$ cat src/rtl/regfile_wb_arbiter_pkg.sv
// Shared widths, state encoding and helpers for the regfile writeback arbiter slice.
// Imported by the interface, the scoreboard and the top level.
package regfile_wb_arbiter_pkg;

  localparam int XLEN           = 32;
  localparam int REG_ADDR_WIDTH = 5;
  localparam int NUM_REGS       = 32;

  // Legacy-compatible state encodings; the enum below is built on them.
  localparam logic [0:0] ST_NORMAL = 1'b0;
  localparam logic [0:0] ST_FORCE  = 1'b1;

  typedef enum logic [0:0] {
    NORMAL = ST_NORMAL,
    FORCE  = ST_FORCE
  } arb_state_t;

  function automatic logic [NUM_REGS-1:0] reg_onehot(input logic [REG_ADDR_WIDTH-1:0] idx);
    return {{(NUM_REGS-1){1'b0}}, 1'b1} << idx;
  endfunction

endpackage

$ cat src/rtl/regfile_wb_arbiter_if.sv
// Bundle of writeback, external-unit, issue, hazard-query and regfile-write signals.
// The arbiter takes the slave side; the surrounding pipeline (or a bench) takes master.
interface regfile_wb_arbiter_if;
  import regfile_wb_arbiter_pkg::*;

  logic                      pipe_wb_valid;
  logic [REG_ADDR_WIDTH-1:0] pipe_wb_rd;
  logic [XLEN-1:0]           pipe_wb_data;
  logic                      pipe_wb_ready;

  logic                      ext_valid;
  logic [REG_ADDR_WIDTH-1:0] ext_rd;
  logic [XLEN-1:0]           ext_data;
  logic                      ext_ready;

  logic                      issue_valid;
  logic [REG_ADDR_WIDTH-1:0] issue_rd;
  logic                      issue_ready;

  logic [REG_ADDR_WIDTH-1:0] q_rs1;
  logic [REG_ADDR_WIDTH-1:0] q_rs2;
  logic [REG_ADDR_WIDTH-1:0] q_rd;
  logic                      rs1_busy;
  logic                      rs2_busy;
  logic                      rd_busy;

  logic [REG_ADDR_WIDTH-1:0] rf_rd;
  logic [XLEN-1:0]           rf_wdata;
  logic                      rf_wr_en;

  modport slave (
    input  pipe_wb_valid, pipe_wb_rd, pipe_wb_data,
    output pipe_wb_ready,
    input  ext_valid, ext_rd, ext_data,
    output ext_ready,
    input  issue_valid, issue_rd,
    output issue_ready,
    input  q_rs1, q_rs2, q_rd,
    output rs1_busy, rs2_busy, rd_busy,
    output rf_rd, rf_wdata, rf_wr_en
  );

  modport master (
    output pipe_wb_valid, pipe_wb_rd, pipe_wb_data,
    input  pipe_wb_ready,
    output ext_valid, ext_rd, ext_data,
    input  ext_ready,
    output issue_valid, issue_rd,
    input  issue_ready,
    output q_rs1, q_rs2, q_rd,
    input  rs1_busy, rs2_busy, rd_busy,
    input  rf_rd, rf_wdata, rf_wr_en
  );

endinterface

$ cat src/rtl/regfile_wb_arbiter_reg_scoreboard.sv
// Per-register busy bits for results outstanding in the long-latency unit.
// Queries are masked in the commit cycle because the regfile forwards the committing value.
module reg_scoreboard
  import regfile_wb_arbiter_pkg::*;
(
  input  logic                      clk,
  input  logic                      reset,
  input  logic                      issue_valid,
  input  logic [REG_ADDR_WIDTH-1:0] issue_rd,
  output logic                      issue_ready,
  input  logic                      clr_valid,
  input  logic [REG_ADDR_WIDTH-1:0] clr_rd,
  input  logic [REG_ADDR_WIDTH-1:0] q_rs1,
  input  logic [REG_ADDR_WIDTH-1:0] q_rs2,
  input  logic [REG_ADDR_WIDTH-1:0] q_rd,
  output logic                      rs1_busy,
  output logic                      rs2_busy,
  output logic                      rd_busy
);

  logic [NUM_REGS-1:0] busy;
  logic [NUM_REGS-1:0] busy_eff;
  logic [NUM_REGS-1:0] set_vec;
  logic [NUM_REGS-1:0] clr_vec;
  logic [NUM_REGS-1:0] busy_next;

  // While reset is held the outputs already behave as if the scoreboard were empty.
  assign busy_eff    = reset ? '0 : busy;
  assign issue_ready = (issue_rd == '0) || !busy_eff[issue_rd];

  assign set_vec   = (issue_valid && issue_ready) ? reg_onehot(issue_rd) : '0;
  assign clr_vec   = clr_valid ? reg_onehot(clr_rd) : '0;
  // Set is applied after clear so a same-cycle set wins; bit 0 is forced low.
  assign busy_next = ((busy & ~clr_vec) | set_vec) & ~reg_onehot('0);

  function automatic logic query(input logic [REG_ADDR_WIDTH-1:0] q);
    return busy_eff[q] && !(clr_valid && (clr_rd == q));
  endfunction

  assign rs1_busy = query(q_rs1);
  assign rs2_busy = query(q_rs2);
  assign rd_busy  = query(q_rd);

  // NOTE: this vector is reset, unlike a data RAM -- a stale busy bit would stall decode forever.
  always_ff @(posedge clk) begin
    if (reset) busy <= '0;
    else       busy <= busy_next;
  end

endmodule

$ cat src/rtl/regfile_wb_arbiter.sv
// Arbitrates the single regfile write port between pipeline writeback and the long-latency
// unit, forcing the unit through after STARVE_LIMIT blocked cycles.
module regfile_wb_arbiter
  import regfile_wb_arbiter_pkg::*;
#(
  parameter int STARVE_LIMIT = 4
) (
  input  logic                 clk,
  input  logic                 reset,
  regfile_wb_arbiter_if.slave  bus
);

  localparam int CNT_W = (STARVE_LIMIT < 2) ? 1 : $clog2(STARVE_LIMIT + 1);

  arb_state_t       state;
  arb_state_t       state_eff;
  arb_state_t       state_next;
  logic [CNT_W-1:0] starve_cnt;
  logic [CNT_W-1:0] starve_cnt_next;

  logic                      pipe_ready;
  logic                      ext_ready;
  logic                      ext_accept;
  logic                      pipe_grant;
  logic [REG_ADDR_WIDTH-1:0] rf_rd;
  logic [XLEN-1:0]           rf_wdata;
  logic                      rf_wr_en;

  assign state_eff  = reset ? NORMAL : state;
  assign pipe_ready = (state_eff == NORMAL);
  assign ext_ready  = (state_eff == FORCE) || !bus.pipe_wb_valid;
  assign ext_accept = bus.ext_valid && ext_ready;
  assign pipe_grant = bus.pipe_wb_valid && pipe_ready;

  // NOTE: every output gets a default first so no path through the block infers a latch.
  always_comb begin
    rf_rd    = bus.ext_rd;
    rf_wdata = bus.ext_data;
    rf_wr_en = ext_accept && (bus.ext_rd != '0);
    if (pipe_grant) begin
      rf_rd    = bus.pipe_wb_rd;
      rf_wdata = bus.pipe_wb_data;
      rf_wr_en = (bus.pipe_wb_rd != '0);
    end
  end

  // Any cycle that is not a blocked ext request in NORMAL restarts the count.
  always_comb begin
    state_next      = NORMAL;
    starve_cnt_next = '0;
    if (state_eff == NORMAL && bus.ext_valid && !ext_ready) begin
      if (starve_cnt == CNT_W'(STARVE_LIMIT - 1)) state_next = FORCE;
      else starve_cnt_next = starve_cnt + CNT_W'(1);
    end
  end

  // NOTE: sequential state uses non-blocking assignments so every flop samples pre-edge values.
  always_ff @(posedge clk) begin
    if (reset) begin
      state      <= NORMAL;
      starve_cnt <= '0;
    end else begin
      state      <= state_next;
      starve_cnt <= starve_cnt_next;
    end
  end

  assign bus.pipe_wb_ready = pipe_ready;
  assign bus.ext_ready     = ext_ready;
  assign bus.rf_rd         = rf_rd;
  assign bus.rf_wdata      = rf_wdata;
  assign bus.rf_wr_en      = rf_wr_en;

  reg_scoreboard u_scoreboard (
    .clk         (clk),
    .reset       (reset),
    .issue_valid (bus.issue_valid),
    .issue_rd    (bus.issue_rd),
    .issue_ready (bus.issue_ready),
    .clr_valid   (ext_accept),
    .clr_rd      (bus.ext_rd),
    .q_rs1       (bus.q_rs1),
    .q_rs2       (bus.q_rs2),
    .q_rd        (bus.q_rd),
    .rs1_busy    (bus.rs1_busy),
    .rs2_busy    (bus.rs2_busy),
    .rd_busy     (bus.rd_busy)
  );

endmodule

$ cat src/flat_wrapper.sv
// flat-port wrapper written by rule: the top's interface ports become plain ports
module regfile_wb_arbiter_flat import regfile_wb_arbiter_pkg::*;
#(
  parameter int STARVE_LIMIT = 4
)
  (clk, reset, bus_pipe_wb_valid, bus_pipe_wb_rd, bus_pipe_wb_data, bus_pipe_wb_ready, bus_ext_valid, bus_ext_rd, bus_ext_data, bus_ext_ready, bus_issue_valid, bus_issue_rd, bus_issue_ready, bus_q_rs1, bus_q_rs2, bus_q_rd, bus_rs1_busy, bus_rs2_busy, bus_rd_busy, bus_rf_rd, bus_rf_wdata, bus_rf_wr_en);
  regfile_wb_arbiter_if bus_i ();
  input  logic clk;
  input  logic reset;
  input wire logic [$bits(bus_i.pipe_wb_valid)-1:0] bus_pipe_wb_valid;
  input wire logic [$bits(bus_i.pipe_wb_rd)-1:0] bus_pipe_wb_rd;
  input wire logic [$bits(bus_i.pipe_wb_data)-1:0] bus_pipe_wb_data;
  output wire logic [$bits(bus_i.pipe_wb_ready)-1:0] bus_pipe_wb_ready;
  input wire logic [$bits(bus_i.ext_valid)-1:0] bus_ext_valid;
  input wire logic [$bits(bus_i.ext_rd)-1:0] bus_ext_rd;
  input wire logic [$bits(bus_i.ext_data)-1:0] bus_ext_data;
  output wire logic [$bits(bus_i.ext_ready)-1:0] bus_ext_ready;
  input wire logic [$bits(bus_i.issue_valid)-1:0] bus_issue_valid;
  input wire logic [$bits(bus_i.issue_rd)-1:0] bus_issue_rd;
  output wire logic [$bits(bus_i.issue_ready)-1:0] bus_issue_ready;
  input wire logic [$bits(bus_i.q_rs1)-1:0] bus_q_rs1;
  input wire logic [$bits(bus_i.q_rs2)-1:0] bus_q_rs2;
  input wire logic [$bits(bus_i.q_rd)-1:0] bus_q_rd;
  output wire logic [$bits(bus_i.rs1_busy)-1:0] bus_rs1_busy;
  output wire logic [$bits(bus_i.rs2_busy)-1:0] bus_rs2_busy;
  output wire logic [$bits(bus_i.rd_busy)-1:0] bus_rd_busy;
  output wire logic [$bits(bus_i.rf_rd)-1:0] bus_rf_rd;
  output wire logic [$bits(bus_i.rf_wdata)-1:0] bus_rf_wdata;
  output wire logic [$bits(bus_i.rf_wr_en)-1:0] bus_rf_wr_en;
  assign bus_i.pipe_wb_valid = bus_pipe_wb_valid;
  assign bus_i.pipe_wb_rd = bus_pipe_wb_rd;
  assign bus_i.pipe_wb_data = bus_pipe_wb_data;
  assign bus_pipe_wb_ready = bus_i.pipe_wb_ready;
  assign bus_i.ext_valid = bus_ext_valid;
  assign bus_i.ext_rd = bus_ext_rd;
  assign bus_i.ext_data = bus_ext_data;
  assign bus_ext_ready = bus_i.ext_ready;
  assign bus_i.issue_valid = bus_issue_valid;
  assign bus_i.issue_rd = bus_issue_rd;
  assign bus_issue_ready = bus_i.issue_ready;
  assign bus_i.q_rs1 = bus_q_rs1;
  assign bus_i.q_rs2 = bus_q_rs2;
  assign bus_i.q_rd = bus_q_rd;
  assign bus_rs1_busy = bus_i.rs1_busy;
  assign bus_rs2_busy = bus_i.rs2_busy;
  assign bus_rd_busy = bus_i.rd_busy;
  assign bus_rf_rd = bus_i.rf_rd;
  assign bus_rf_wdata = bus_i.rf_wdata;
  assign bus_rf_wr_en = bus_i.rf_wr_en;
  regfile_wb_arbiter #(.STARVE_LIMIT(STARVE_LIMIT)) u_core (.clk(clk), .reset(reset), .bus(bus_i));
endmodule
$ cat config.mk
export PLATFORM = sky130hd
export DESIGN_NAME = regfile_wb_arbiter_flat
export DESIGN_NICKNAME = d
export VERILOG_FILES = /design/src/rtl/regfile_wb_arbiter_pkg.sv /design/src/rtl/regfile_wb_arbiter_if.sv /design/src/rtl/regfile_wb_arbiter_reg_scoreboard.sv /design/src/rtl/regfile_wb_arbiter.sv /design/src/flat_wrapper.sv
export SDC_FILE = /design/constraint.sdc
export NUM_CORES = 1
export LEC_CHECK = 0
export ABC_AREA = 1
export CAP_MARGIN = 40
export CORE_MARGIN = 8
export CORE_UTILIZATION = 41
export CTS_CLUSTER_DIAMETER = 60
export DETAILED_ROUTE_END_ITERATION = 8
export HOLD_SLACK_MARGIN = 0.06
export PLACE_DENSITY = 0.86
export SYNTH_ARGS = -nofsm -noshare
export SYNTH_HDL_FRONTEND = slang
export SYNTH_SLANG_ARGS = --single-unit
$ cat constraint.sdc
create_clock -name clk -period 2.9 [get_ports clk]
set_input_delay 0.87 -clock clk [delete_from_list [all_inputs] [get_ports clk]]
set_output_delay 0.87 -clock clk [all_outputs]
set_load 0.02 [all_outputs]
Word level (Yosys, flattened, before mapping)
Index checks and enable logic that the tools add are counted.
Widths: inputs -> output; s select.
{"block": "word_totals", "regBits": 36, "in_bits": 99}
{"block": "classes", "n_addsub": 1, "order_cmp": 4, "n_eq_ne": 4, "n_shift": 2, "muxes": 16, "n_bitwise": 5, "reduce_logical": 25}
{"op": "$mux 32", "n": 4}
{"op": "$shl 1x5->32 const A", "n": 2}
{"op": "$and 32x32->32", "n": 1}
{"op": "$not 32->32", "n": 1}
{"op": "$or 32x32->32", "n": 1}
{"op": "$lt 5x6->1 const B", "n": 4}
{"op": "$bmux 1 s5", "n": 4}
{"op": "$eq 5x5->1", "n": 3}
{"op": "$logic_and 1x1->1", "n": 12}
{"op": "$reduce_bool 5->1", "n": 2}
{"op": "$mux 1", "n": 7}
{"op": "$logic_not 1->1", "n": 6}
{"op": "$logic_not 5->1", "n": 1}
{"op": "$mux 5", "n": 1}
{"op": "$add 3x1->3 const B", "n": 1}
{"op": "$eq 3x2->1 const B", "n": 1}
{"op": "$reduce_or 3->1", "n": 1}
{"op": "$logic_or 1x1->1", "n": 2}
{"op": "$not 1->1", "n": 2}
{"op": "$reduce_or 2->1", "n": 1}

Longest topological paths before layout
{"block": "depth", "word_depth": 8, "ltp_mapped": 12, "ltp_nobuf": 10}

By module
A second synthesis with hierarchy kept.
{"block": "unflattened", "hier_cells": 679, "area_unflattened_um2": 3597.2}
{"module": "reg_scoreboard", "n_inst": 1, "cells_each": 530, "area_per_inst_um2": 2921.6, "seq_area_each_um2": 620.6}
{"module": "regfile_wb_arbiter", "n_inst": 1, "cells_each": 149, "area_per_inst_um2": 675.6, "seq_area_each_um2": 80.1}

Least setup slack after synthesis
No wires, ideal clock.
{"block": "synth_path", "path_type": "input port to output port", "startpoint": "input port bus_q_rd[0]", "endpoint": "output port bus_rd_busy", "arrival_time_ns": 2.193, "t_required_ns": 2.030, "slack_ns": -0.163, "stages": 8, "cell_sequence": "clkbuf_1 inv_1 clkbuf_1 o311ai_0 nand3_1 nand2_1 nor2_1 nor2_1"}
{"block": "synth_via", "elab_chain_cells": 4, "elab_cells_between_ends": 6, "classes_between": "eq/ne: 1; mux: 2; reduce/logical: 3"}
{"item": "start, declared", "line_no": "flat_wrapper.sv:23", "text": "input wire logic [$bits(bus_i.q_rd)-1:0] bus_q_rd;"}
{"item": "parallel branches: the longest is 3 deep, another holds $bmux 1 s5"}
{"item": "$logic_and 1x1->1 *", "line_no": "regfile_wb_arbiter_reg_scoreboard.sv:37", "text": "return busy_eff[q] && !(clr_valid && (clr_rd == q));"}
{"item": "end, declared", "line_no": "flat_wrapper.sv:26", "text": "output wire logic [$bits(bus_i.rd_busy)-1:0] bus_rd_busy;"}
Mark *: on every way between the ends. The select of a mux whose other input is x is not followed.

Final worst setup path
{"block": "layout_path", "startpoint": "input port bus_q_rs1[1]", "endpoint": "output port bus_rs1_busy"}
{"block": "layout_via", "elab_chain_cells": 4, "elab_cells_between_ends": 6, "classes_between": "eq/ne: 1; mux: 2; reduce/logical: 3"}
{"item": "start, declared", "line_no": "flat_wrapper.sv:21", "text": "input wire logic [$bits(bus_i.q_rs1)-1:0] bus_q_rs1;"}
{"item": "parallel branches: the longest is 3 deep, another holds $bmux 1 s5"}
{"item": "$logic_and 1x1->1 *", "line_no": "regfile_wb_arbiter_reg_scoreboard.sv:37"}
{"item": "end, declared", "line_no": "flat_wrapper.sv:24", "text": "output wire logic [$bits(bus_i.rs1_busy)-1:0] bus_rs1_busy;"}
Marked as above.

==> report_table.html <==
<table>
<tr><th>Metric</th><th>Value</th></tr>
<tr><th colspan="2">Routing</th></tr>
<tr><td>Per-cell routed wire length</td><td>21.89 um</td></tr>
<tr><td>Number of detailed-routing iterations run before antenna repair</td><td>6</td></tr>
<tr><td>Number of DRC violations after detailed-routing iteration 0</td><td>700</td></tr>
<tr><td>Detail-routed via count per cell</td><td>6.047</td></tr>
<tr><td>Detailed Route WL</td><td>22.02 mm</td></tr>
<tr><td>Drc violations</td><td>0</td></tr>
<tr><td>Post-route antenna net violation count</td><td>0</td></tr>
<tr><td>Vias after detailed routing</td><td>6,083</td></tr>
<tr><th colspan="2">Cells and area</th></tr>
<tr><td>Share of cells above drive strength 1</td><td>34.11%</td></tr>
<tr><td>Non-filler cells in the finished layout</td><td>1,006</td></tr>
<tr><td>Area growth from synthesis to final layout</td><td>85.36%</td></tr>
<tr><td>Nets</td><td>997</td></tr>
<tr><td>Sequential cell area in the final layout</td><td>700.7 um2</td></tr>
<tr><td>Fillers</td><td>618</td></tr>
<tr><td>Final core area utilization</td><td>78.33%</td></tr>
<tr><td>Footprint of the multi-input gates</td><td>2962 um2</td></tr>
<tr><th colspan="2">Timing</th></tr>
<tr><td>Skew final</td><td>0.006701 ns</td></tr>
<tr><td>Worst Max-Slew Pin Slew</td><td>0.7001 ns</td></tr>
<tr><td>Hold Slack</td><td>0.4303 ns</td></tr>
<tr><td>Clock period minus worst slack</td><td>3.239 ns</td></tr>
<tr><td>Fin. max-slew vios</td><td>0</td></tr>
<tr><td>Count of endpoints failing hold in the final timing report</td><td>0</td></tr>
<tr><td>Share of the clock period used by the worst path</td><td>111.7%</td></tr>
<tr><td>Max_slew headroom</td><td>53.16%</td></tr>
<tr><td>Achievable frequency</td><td>308.7 MHz</td></tr>
<tr><td>Endpoints failing setup</td><td>28</td></tr>
<tr><td>Setup TNS</td><td>-1.514 ns</td></tr>
<tr><td>Setup slack after layout</td><td>-0.3393 ns</td></tr>
<tr><td>Unrepaired setup endpoints after global routing</td><td>true</td></tr>
<tr><th colspan="2">Synth</th></tr>
<tr><td>Cell types occupying the most area after synthesis</td><td>sky130_fd_sc_hd__nand2_1, sky130_fd_sc_hd__dfxtp_1, sky130_fd_sc_hd__nand3_1</td></tr>
<tr><td>Net count after synthesis</td><td>752</td></tr>
<tr><td>Post-Syn Area</td><td>3667 um2</td></tr>
<tr><td>Post-Syn Instances</td><td>651</td></tr>
<tr><td>Largest area contributor in the netlist</td><td>sky130_fd_sc_hd__nand2_1</td></tr>
<tr><td>EDFF count, synth</td><td>0</td></tr>
<tr><td>Syn. warnings</td><td>0</td></tr>
<tr><td>Share of the yosys chip area belonging to registers</td><td>19.11%</td></tr>
<tr><td>Most instantiated cells after synthesis</td><td>sky130_fd_sc_hd__nand2_1, sky130_fd_sc_hd__nand3_1, sky130_fd_sc_hd__o21ai_0, sky130_fd_sc_hd__a21oi_1, sky130_fd_sc_hd__nor2_1</td></tr>
<tr><td>Syn avg cell area</td><td>5.633 um2</td></tr>
<tr><td>Flip-flop and latch count after synthesis</td><td>35</td></tr>
<tr><td>Proportion of register bits with asynchronous set or reset after synthesis</td><td>0%</td></tr>
<tr><td>Most frequent cell after synthesis</td><td>sky130_fd_sc_hd__nand2_1</td></tr>
<tr><td>Cell variety after synth</td><td>32</td></tr>
<tr><td>Area share of the largest cell type after synthesis</td><td>22.21%</td></tr>
<tr><td>Commonest register cell after synthesis</td><td>sky130_fd_sc_hd__dfxtp_1</td></tr>
<tr><th colspan="2">GRT</th></tr>
<tr><td>Wire length of the first global-routing pass</td><td>31.12 mm</td></tr>
<tr><td>Antenna violations before repair</td><td>1</td></tr>
<tr><td>Vias in the first global route</td><td>5,687</td></tr>
<tr><td>Gr ovfl total</td><td>0</td></tr>
<tr><td>Largest net degree at the start of global routing</td><td>29</td></tr>
<tr><td>Global-route usage over all layers</td><td>31.00%</td></tr>
<tr><th colspan="2">Placed design</th></tr>
<tr><td>Number of cells after detailed placement</td><td>968</td></tr>
<tr><td>Count of port buffers added during placement</td><td>142</td></tr>
<tr><td>Post-detailed-placement half-perimeter wirelength</td><td>15.02 mm</td></tr>
<tr><td>Final weighted congestion of routability-driven global placement</td><td>1.024</td></tr>
<tr><th colspan="2">Floorplanning</th></tr>
<tr><td>Area of the die</td><td>12,230 um2</td></tr>
<tr><td>Die width</td><td>110.6 um</td></tr>
<tr><td>Std-Cell Core Area</td><td>8678 um2</td></tr>
<tr><td>Top-level I/O count</td><td>143</td></tr>
<tr><td>Vertical extent of the die</td><td>110.6 um</td></tr>
<tr><td>Standard-cell row count</td><td>34</td></tr>
<tr><td>Starting density of the core</td><td>42.26%</td></tr>
<tr><th colspan="2">Clocking</th></tr>
<tr><td>Worst-Skew Late Latency</td><td>0.29 ns</td></tr>
<tr><td>H-tree levels</td><td>2</td></tr>
<tr><td>CTS tree</td><td>built</td></tr>
<tr><td>Largest buffer count on any clock path</td><td>2</td></tr>
<tr><td>Clock buffers created by TritonCTS</td><td>5</td></tr>
<tr><td>Clock transition at path regs</td><td>0.07 ns</td></tr>
<tr><td>Library cell used as clock root buffer</td><td>sky130_fd_sc_hd__clkbuf_8</td></tr>
<tr><td>Clock Sinks</td><td>35</td></tr>
<tr><th colspan="2">Run</th></tr>
<tr><td>Max-cap viol count</td><td>0</td></tr>
<tr><th colspan="2">Setup path</th></tr>
<tr><td>Launching element type of the critical path</td><td>primary input</td></tr>
<tr><td>Crit path buffers/inverters</td><td>4</td></tr>
<tr><td>Cell type group with the largest total delay on the critical path</td><td>buffers and inverters</td></tr>
<tr><td>Crit path cell chain</td><td>dlygate4sd2_1, buf_6, buf_4, a21oi_1, o21ai_0, nand3_1, nand3_1, nand3_1, o41ai_2, nor2_1, buf_4</td></tr>
<tr><td>Max Fanout on Critical Path</td><td>5</td></tr>
<tr><td>Crit-path most repeated cell</td><td>sky130_fd_sc_hd__nand3_1</td></tr>
<tr><td>Cell at the slowest stage of the critical path</td><td>sky130_fd_sc_hd__dlygate4sd2_1</td></tr>
<tr><td>CP Capture Type</td><td>output pin</td></tr>
<tr><td>Delay contributed by the slowest stage of the critical path</td><td>0.29 ns</td></tr>
<tr><td>Setup Crit Path Kind</td><td>primary input to output pin</td></tr>
<tr><td>Worst path required time</td><td>2.03 ns</td></tr>
<tr><td>Worst Path Arrival</td><td>2.37 ns</td></tr>
<tr><th colspan="2">Outcome</th></tr>
<tr><td>Violated checks</td><td>negative setup slack</td></tr>
<tr><td>Status</td><td>finished, violations left</td></tr>
<tr><th colspan="2">Power</th></tr>
<tr><td>Maximum vdd ir drop</td><td>253.3 uV</td></tr>
<tr><td>Leak Pwr</td><td>3.106 nW</td></tr>
<tr><td>Total power</td><td>1.761 mW</td></tr>
<tr><td>Power density over cell area</td><td>259.1 nW/um2</td></tr>
<tr><th colspan="2">Worst hold path</th></tr>
<tr><td>Class of the tightest hold or removal check</td><td>flop to flop</td></tr>
</table>
-- metrics by stage --
step,setup WS [ns],instance area (um2)
final,-0.3393,6798
after global placement,-1.055,5908
after detailed placement,-1.077,5908
after CTS,-0.2111,6301
after floorplan,-0.08563,3691
after global routing,-0.4418,6798
-- area by class of cell --
cell class	count	share of cell area (%)
Sequential cell	35	10.31
Antenna cell	1	0.03681
Timing Repair Buffer	282	40.01
Multi-Input combinational cell	528	43.57
Clock inverter	2	0.1841
Tap cell	108	1.988
Inverter	44	2.835
Clock buffer	6	1.068
-- power by group --
part	switching, mW	internal [mW]
registers	0.00374	0.485
clock network	0.189	0.168
logic	0.481	0.434
-- worst paths after layout --
| check | cells past startpoint | from | endpoint | slack [ns] |
|---|---|---|---|---|
| max | 11 | bus_q_rs1[1] | bus_rs1_busy | -0.34 |
| min | 1 | u_core.starve_cnt[0] | u_core.starve_cnt[0] | 0.43 |
| max reg2reg | 8 | u_core.state | u_core.u_scoreboard.busy[3] | 0.97 |
| min reg2reg | 1 | u_core.starve_cnt[0] | u_core.starve_cnt[0] | 0.43 |
-- state kept, by name, summed over array words and instances (netlist names) --
signal / count
u_core.starve_cnt: 3
u_core.state: 1
u_core.u_scoreboard.busy: 31
-- cells by family (layout without fill, tap and decap cells) --
family	Yosys count	count (layout)	synth area share (%)
xor+xnor	15	15	3.583
flops	35	35	19.11
fa+ha+maj	2	2	0.6823
other cells	0	1	0
simple gates	372	372	44.52
compound gates	139	139	22.28
buf+inv	88	334	9.826
-- layout by cell type (no fill, tap or decap), drive strengths merged, types with 3 or more instances in the layout --
master	synthesis	layout
clkinv	2	3
clkbuf	30	10
nand4	36	36
a21oi	47	47
xnor2	6	6
clkdlybuf4s50	0	82
nand3	52	52
buf	14	181
nor4	9	9
o311ai	3	3
nor3	7	7
nand2	218	218
inv	42	41
xor2	9	9
dfxtp	35	35
o211ai	8	8
o21ai	61	61
o22ai	13	13
nor2	49	49
dlygate4sd2	0	11
a31oi	6	6
-- per-layer routing --
metal	vias to the layer above	global-route usage (%)	wire length [um]	part of all wire [%]
met4	0	15.32	1445	6.6
met2	478	52.07	10450	47
met3	126	3.626	2125	9.7
li1	2716	-	-	-
met5	-	0	0	0
met1	2763	38.18	7995	36
-- worst register-to-register path, stage by stage, from the launching register on --
cell and delay (ns):
sky130_fd_sc_hd__dfxtp_1 0.41, sky130_fd_sc_hd__nand2_8 0.08, sky130_fd_sc_hd__nand2_8 0.09, sky130_fd_sc_hd__inv_8 0.05, sky130_fd_sc_hd__nor2_4 0.18, sky130_fd_sc_hd__buf_4 0.15
sky130_fd_sc_hd__nand2_1 0.36, sky130_fd_sc_hd__o21ai_0 0.39, sky130_fd_sc_hd__a21oi_1 0.11
-- timing repair --
item                       4_1_cts  5_1_grt
setup endpoints to repair       44       41
gates cloned                     7        4
resized for setup              300      134
hold buffers                     0        0
hold endpoints to repair         0        0
pin swaps                       17       31
buffers inserted                17        1
Power figures use the tool's default switching activity.
